### src/rtl/branch_resolve_unit_pkg.sv
// branch_resolve_unit_pkg: counter encodings and helpers shared with the fetch-side predictor
package branch_resolve_unit_pkg;
  localparam int CNT_W = 2;
  localparam int REDIRECT_INC = 4;
  typedef enum logic [CNT_W-1:0] {
    CNT_SNT = 2'b00,
    CNT_WNT = 2'b01,
    CNT_WT  = 2'b10,
    CNT_ST  = 2'b11
  } cnt_e;
  function automatic logic [CNT_W-1:0] sat_next(input logic [CNT_W-1:0] c, input logic taken);
    return taken ? (c == CNT_ST ? CNT_ST : c + 1'b1) : (c == CNT_SNT ? CNT_SNT : c - 1'b1);
  endfunction
endpackage

### src/rtl/branch_resolve_unit_fifo.sv
// bru_update_fifo: circular FIFO of pending PHT updates, all entries visible for youngest-match search
module bru_update_fifo #(
  parameter int DEPTH = 4,
  parameter int W = 8,
  localparam int PTR_W = $clog2(DEPTH)
) (
  input  logic                      clk,
  input  logic                      rst,
  input  logic                      push,
  input  logic [W-1:0]              push_data,
  input  logic                      pop,
  output logic [W-1:0]              head,
  output logic                      full,
  output logic                      empty,
  output logic [DEPTH-1:0][W-1:0]   entries,
  output logic [DEPTH-1:0]          valids,
  output logic [PTR_W-1:0]          wr_ptr
);
  logic [PTR_W-1:0] rd_ptr;
  logic [PTR_W:0] count;
  logic do_push, do_pop;
  assign full = count == (PTR_W+1)'(DEPTH);
  assign empty = count == '0;
  assign do_push = push && !full;
  assign do_pop = pop && !empty;
  assign head = empty ? '0 : entries[rd_ptr];
  always_comb begin
    valids = '0;
    for (int i = 0; i < DEPTH; i++)
      valids[i] = {1'b0, PTR_W'(i) - rd_ptr} < count;
  end
  always_ff @(posedge clk) begin
    if (rst) begin
      entries <= '0;
      wr_ptr <= '0;
      rd_ptr <= '0;
      count <= '0;
    end else begin
      if (do_push) entries[wr_ptr] <= push_data;
      if (do_push) wr_ptr <= wr_ptr + 1'b1;
      if (do_pop) rd_ptr <= rd_ptr + 1'b1;
      count <= count + (PTR_W+1)'(do_push) - (PTR_W+1)'(do_pop);
    end
  end
endmodule

### src/rtl/branch_resolve_unit.sv
// branch_resolve_unit: checks EX branch outcomes against predictions, flushes on mispredict, queues PHT updates
module branch_resolve_unit
  import branch_resolve_unit_pkg::*;
#(
  parameter int PC_W = 32,
  parameter int IDX_W = 6,
  parameter int FIFO_DEPTH = 4
) (
  input  logic              clk,
  input  logic              rst,
  input  logic              ex_valid,
  output logic              ex_ready,
  input  logic [PC_W-1:0]   ex_pc,
  input  logic              ex_pred_taken,
  input  logic [1:0]        ex_pred_cnt,
  input  logic              ex_taken,
  input  logic [PC_W-1:0]   ex_target,
  output logic              flush,
  output logic [PC_W-1:0]   redirect_pc,
  output logic              pht_wr_valid,
  input  logic              pht_wr_ready,
  output logic [IDX_W-1:0]  pht_wr_idx,
  output logic [1:0]        pht_wr_data,
  output logic [15:0]       branch_cnt,
  output logic [15:0]       mispredict_cnt
);
  localparam int PTR_W = $clog2(FIFO_DEPTH);
  localparam int E_W = IDX_W + CNT_W;
  logic accept, mispredict, full, empty, found;
  logic [IDX_W-1:0] idx;
  logic [CNT_W-1:0] base, next_cnt;
  logic [E_W-1:0] head;
  logic [FIFO_DEPTH-1:0][E_W-1:0] entries;
  logic [FIFO_DEPTH-1:0] valids;
  logic [PTR_W-1:0] wr_ptr, slot;
  assign ex_ready = !full && !rst;
  assign accept = ex_valid && ex_ready;
  assign mispredict = ex_pred_taken != ex_taken;
  assign idx = ex_pc[IDX_W+1:2];
  assign next_cnt = sat_next(base, ex_taken);
  assign pht_wr_valid = !empty;
  assign {pht_wr_idx, pht_wr_data} = head;
  // Walk back from the newest slot so the first hit is the youngest pending update
  always_comb begin
    base = ex_pred_cnt;
    found = 1'b0;
    slot = '0;
    for (int k = 1; k <= FIFO_DEPTH; k++) begin
      slot = wr_ptr - PTR_W'(k);
      if (!found && valids[slot] && entries[slot][E_W-1:CNT_W] == idx) begin
        base = entries[slot][CNT_W-1:0];
        found = 1'b1;
      end
    end
  end
  bru_update_fifo #(.DEPTH(FIFO_DEPTH), .W(E_W)) u_fifo (
    .clk(clk),
    .rst(rst),
    .push(accept),
    .push_data({idx, next_cnt}),
    .pop(pht_wr_ready),
    .head(head),
    .full(full),
    .empty(empty),
    .entries(entries),
    .valids(valids),
    .wr_ptr(wr_ptr)
  );
  always_ff @(posedge clk) begin
    if (rst) begin
      flush <= 1'b0;
      redirect_pc <= '0;
      branch_cnt <= '0;
      mispredict_cnt <= '0;
    end else begin
      flush <= accept && mispredict;
      if (accept && mispredict) redirect_pc <= ex_taken ? ex_target : ex_pc + PC_W'(REDIRECT_INC);
      if (accept && branch_cnt != 16'hFFFF) branch_cnt <= branch_cnt + 16'd1;
      if (accept && mispredict && mispredict_cnt != 16'hFFFF) mispredict_cnt <= mispredict_cnt + 16'd1;
    end
  end
endmodule
### config.mk
export PLATFORM = sky130hd
export DESIGN_NAME = branch_resolve_unit
export DESIGN_NICKNAME = d
export VERILOG_FILES = /design/src/rtl/branch_resolve_unit_pkg.sv /design/src/rtl/branch_resolve_unit_fifo.sv /design/src/rtl/branch_resolve_unit.sv
export SDC_FILE = /design/constraint.sdc
export NUM_CORES = 1
export LEC_CHECK = 0
export CORE_MARGIN = 1.5
export CORE_UTILIZATION = 55
export DETAILED_ROUTE_END_ITERATION = 6
export GPL_TIMING_DRIVEN = 0
export PLACE_DENSITY_LB_ADDON = 0.12
export SYNTH_ARGS = -nofsm -noshare
export SYNTH_HDL_FRONTEND = slang
export SYNTH_SLANG_ARGS = --single-unit
### constraint.sdc
create_clock -name clk -period 12.7 [get_ports clk]
set_clock_uncertainty 0.2 [all_clocks]
set_input_delay 3.81 -clock clk [delete_from_list [all_inputs] [get_ports clk]]
set_output_delay 3.81 -clock clk [all_outputs]
set_load 0.02 [all_outputs]
---- After elaboration in Yosys (flattened, before gate mapping) ----
Cells that the tools add are included.
cells by class
  $lt $le $gt $ge ......................... 10
  eq/ne operators ......................... 9
  add/subtract/negate cells ............... 16
  reductions and logical operators ........ 23
  muxes and demuxes ....................... 33
operators by type and width
  operator                                             count
  binary-select mux 8 bit (select 2 bit)               5
  two-way mux 8 bit                                    7
  adder 16 x 1 -> 16 bit (second input constant)       2
  adder 32 x 3 -> 32 bit (second input constant)       1
  bitwise mux 32 bit                                   1
  two-way mux 32 bit                                   1
  inequality test 16 bit (second input constant)       2
  equality test 6 bit                                  4
  demux 8 bit (select 2 bit)                           1
  logical AND 1 bit                                    15
  < comparator 2 x 3 -> 1 bit (second input constant)  5
  two-way mux 2 bit                                    7
  < comparator 2 x 3 -> 1 bit                          4
  binary-select mux 1 bit (select 2 bit)               4
  two-way mux 1 bit                                    7
  adder 2 x 1 -> 2 bit (second input constant)         3
  logical NOT 1 bit                                    6
  subtractor 1 x 2 -> 2 bit (first input constant)     2
  subtractor 2 x 1 -> 2 bit (second input constant)    2
  subtractor 2 bit (first input constant)              2
  subtractor 2 bit (second input constant)             2
  adder 3 x 1 -> 3 bit                                 1
  equality test 3 bit (second input constant)          1
  logical NOT 3 bit                                    1
  other kinds (5)                                      5
storage, ports and cells
  bits in registers ....................... 104
  logic and storage cells ................. 102
  output and inout bits ................... 75
  input port bits ......................... 72

---- Logic depth before layout (Yosys ltp) ----
  depth after elaboration ................. 22
  mapped depth ............................ 15
  depth with buffers taken out ............ 11

---- Hierarchy ----
Synthesis repeated with hierarchy kept, for this count alone.
second synthesis, totals
  cells, all modules ...................... 784
  area total of the unflattened synthesis .. 6847.8 um2
modules (own cells, without submodules)
  module               cells an instance  area an instance (um2)  instances  sequential area each (um2)
  branch_resolve_unit  587                4770.8                  1          1301.2
  bru_update_fifo      197                2077.0                  1          780.7

---- Worst setup path after synthesis ----
Ideal clock, no wire load.
  kind .................................... input port to output port
  start point ............................. input rst
  end point ............................... output ex_ready
  path buffers ............................ 1
  required time ........................... 8.690 ns
  setup slack ............................. 4.368 ns
  arrival time ............................ 4.322 ns
  stages on the path ...................... 2
  cell sequence ........................... clkbuf_1 a21oi_1
between the ends
  cells in the longest elaborated chain, start to end .. 2
RTL lines
  item                RTL line                   source
  start: declaration  branch_resolve_unit.sv:10  input logic rst,
  logical NOT 1 bit   branch_resolve_unit.sv:36  assign ex_ready = !full && !rst;
  logical AND 1 bit   branch_resolve_unit.sv:36
  end: declaration    branch_resolve_unit.sv:12  output logic ex_ready,
No other way between the ends.

---- Worst setup path in the final report ----
Ends and elaborated chain as after synthesis.

==> metrics.cfg <==
[status]
status = complete, but fails checks
violations = DRC

[placed_design]
gp_congestion = 0.905
dp_hpwl_um = 15100
pre_cts_ws_ps = 3900
io_buffers = 144

[logic_synthesis]
yosysTopAreaCell = dfxtp_1
synth-async-reset-ratio = 0
synth_top_family_by_area = simple AND/OR/NAND/NOR gates
yosys.area_share.simple = 0.239
ys_seq_area_frac = 0.319
synth.avg_cell_area_um2 = 8.15
yosys_warnings = 0
ys_top_cells_by_area = dfxtp_1 (32%), mux4_2 (9.3%), nand2_1 (7.8%)
synth_area_um2 = 6520
synth_edf_count = 0
syn_inst = 800
synthFlopType = dfxtp_1
ys_ff_latch = 104
synth-compound-area-share = 0.128
muxShareOfSynthArea = 0.133
ys_types = 52
synthAdderAreaFrac = 0.0297
synth-xor-area-share = 0.106
synth_nets = 886
synth_top_area_frac = 0.319

[min_path]
hold_start = redirect_pc[29]
hold_path_depth = 2
hold_path.class = reg2reg
worstHoldEndpoint = redirect_pc[29]

[die]
start_util = 0.566
fp.dieW_um = 112
die_area_um2 = 12500
die_y_um = 112
io_pins = 147
fp-row-count = 39
coreArea_um2 = 11500

[sta]
setup-violations-final = 0
fmax_mhz = 114
finalCritPeriodShare = 0.692
tns_ps = 0
rsz0062_at_grt = false
setup_ws_ps = 3910
hold_viol_final = 0
min_period_ps = 8790
hold_slack_ps = 255
drv_slew = 0
worst-slew-pin-transition_ps = 795
slew-limit-headroom = 0.470

[clock_tree]
ctsResizeCount = 0
cts-buffers-inserted = 9
post-cts-setup-buffers = 0
cts_sinks = 104
cts_tree = done
clk_pin_slew_worst_paths_ps = 70
cts.path.max_buffers = 2
clk_latency_ps = 350
cts_max_level = 3
clockRootBuffer = clkbuf_16
holdBufCountCts = 0

[power]
leakagePower_nw = 2.88
powerDensity_nw_per_um2 = 120
vdd_ir_drop_max_mv = 0.0718

[flow_run]
drv_cap = 0

[drt]
via_per_inst = 6.05
drt_iter0_markers = 407
drt_wl_total_um = 19600
route.vias.total = 6670
wire_per_inst_um = 17.8
drc = 2
dr.pass1.iters = 7
ant_nets = 0

[grt]
overflow = 0
grt_pass1_wl_um = 31300
grt_pass1_vias = 6405
track_usage = 0.312
grt_max_degree = 18
antenna_found_initial = 0

[critical_path]
reg2reg_slack_ps = 8050
reg2reg_from = u_fifo.wr_ptr[0]
cp_max_fo = 6
worstSetupEndpointType = output port
r2r-end = u_fifo.entries[0]
critPathArrivalTime_ps = 4780
cp-start-kind = input port
r2r_cells = 13
crit_required_ps = 8690
crit_type = in2out

[cells_and_area]
area_delta_synth_final_pct = 29.7
nNetsFinal = 1041
drive_gt1_frac = 0.0688
antenna_cells = 0

[Yosys cell counts (3+ instances only)]
master and n:
a2111oi_0 3, nor4_1 4, buf_1 6, or3_1 12, mux2i_1 17, mux2_2 8, inv_2 3, clkbuf_1 41
and3_1 10, xor2_1 49, nor2_1 60, nor3_1 13, ha_1 13, nand3b_1 4, nand2b_1 7, nor2b_1 4
nand2_1 136, a211oi_1 8, o21ai_0 30, o221ai_1 3, a21oi_1 75, and4_1 8, dfxtp_1 104, nand4_1 16
o21ai_1 6, xnor2_1 30, mux4_2 27, o211ai_1 5, buf_2 5, and2_1 11, inv_1 16, nand3_1 43
[registers in the layout, indices dropped and copies added, names as in the netlist]
name            count
redirect_pc        32
branch_cnt         16
flush               1
u_fifo.wr_ptr       2
u_fifo.count        3
u_fifo.rd_ptr       2
u_fifo.entries     32
mispredict_cnt     16
[how the worst max path moves through the flow]
stage          startpoint        to
2_1_floorplan         rst  ex_ready
3_3_place_gp          rst  ex_ready
3_5_place_dp          rst  ex_ready
4_1_cts               rst  ex_ready
5_1_grt               rst  ex_ready
6_report              rst  ex_ready
[cell usage in the layout (no fill, tap or decap), types with 5 or more instances in the layout]
cell,instances
o21ai_0,30
xor2_1,49
o211ai_1,5
nor3_1,13
a21oi_1,75
nand2b_1,7
inv_1,16
o21ai_1,6
xnor2_1,30
and3_1,10
ha_1,13
clkdlybuf4s50_1,144
clkbuf_1,41
and2_1,11
or3_1,12
clkbuf_16,9
buf_1,6
nand4_1,16
nand2_1,136
buf_2,5
mux4_2,27
a211oi_1,8
nand3_1,43
dfxtp_1,104
mux2i_1,17
nor2_1,60
and4_1,8
mux2_2,8
[final cells by class]
cell class | instances | area, um2
multi-input cells | 623 | 4150
repair buffers | 144 | 1440
inverters | 19 | 71.3
fillers | 901 | 3060
flip-flops and latches | 104 | 2080
plain buffers | 54 | 224
well taps | 143 | 179
clock inverters | 6 | 92.6
clock buffers | 9 | 225
[cells by family (layout without fill, tap and decap cells)]
kind of cell,count (synthesis),in the layout
compound gates,144,144
flops,104,104
buf+inv,73,232
xor+xnor,79,79
simple gates,333,333
mux,52,52
fa+ha+maj,15,15
[critical path, stage by stage]
cell,delay (ps)
clkbuf_1,130
a21oi_1,200
clkdlybuf4s50_1,640
[power breakdown]
part / total [mW] / leakage [nW] / internal (mW) / switching, mW
Clock: 0.299 / 0.154 / 0.173 / 0.125
Sequential: 0.366 / 0.842 / 0.345 / 0.0204
Combinational: 0.349 / 1.88 / 0.154 / 0.194
Total: 1.01 / 2.88 / 0.673 / 0.340
[metrics by stage]
stage	instance area (um2)	power, mW	std cells	utilization
final	8460	1.01	1102	0.735
after global routing	8460	1.06	1102	0.735
after CTS	8460	1.01	1102	0.735
after detailed placement	8140	0.715	1087	0.707
after global placement	8140	0.700	1087	0.707
after floorplan	6520	0.596	800	-
[per-layer routing]
metal	track usage	vias to the layer above	share of wire
met1	0.386	3210	0.40
met4	0.123	0	0.028
li1	-	3117	-
met5	0	-	0
met2	0.546	293	0.50
met3	0.0517	50	0.073
Note: power is estimated with default switching activity, not from simulation.
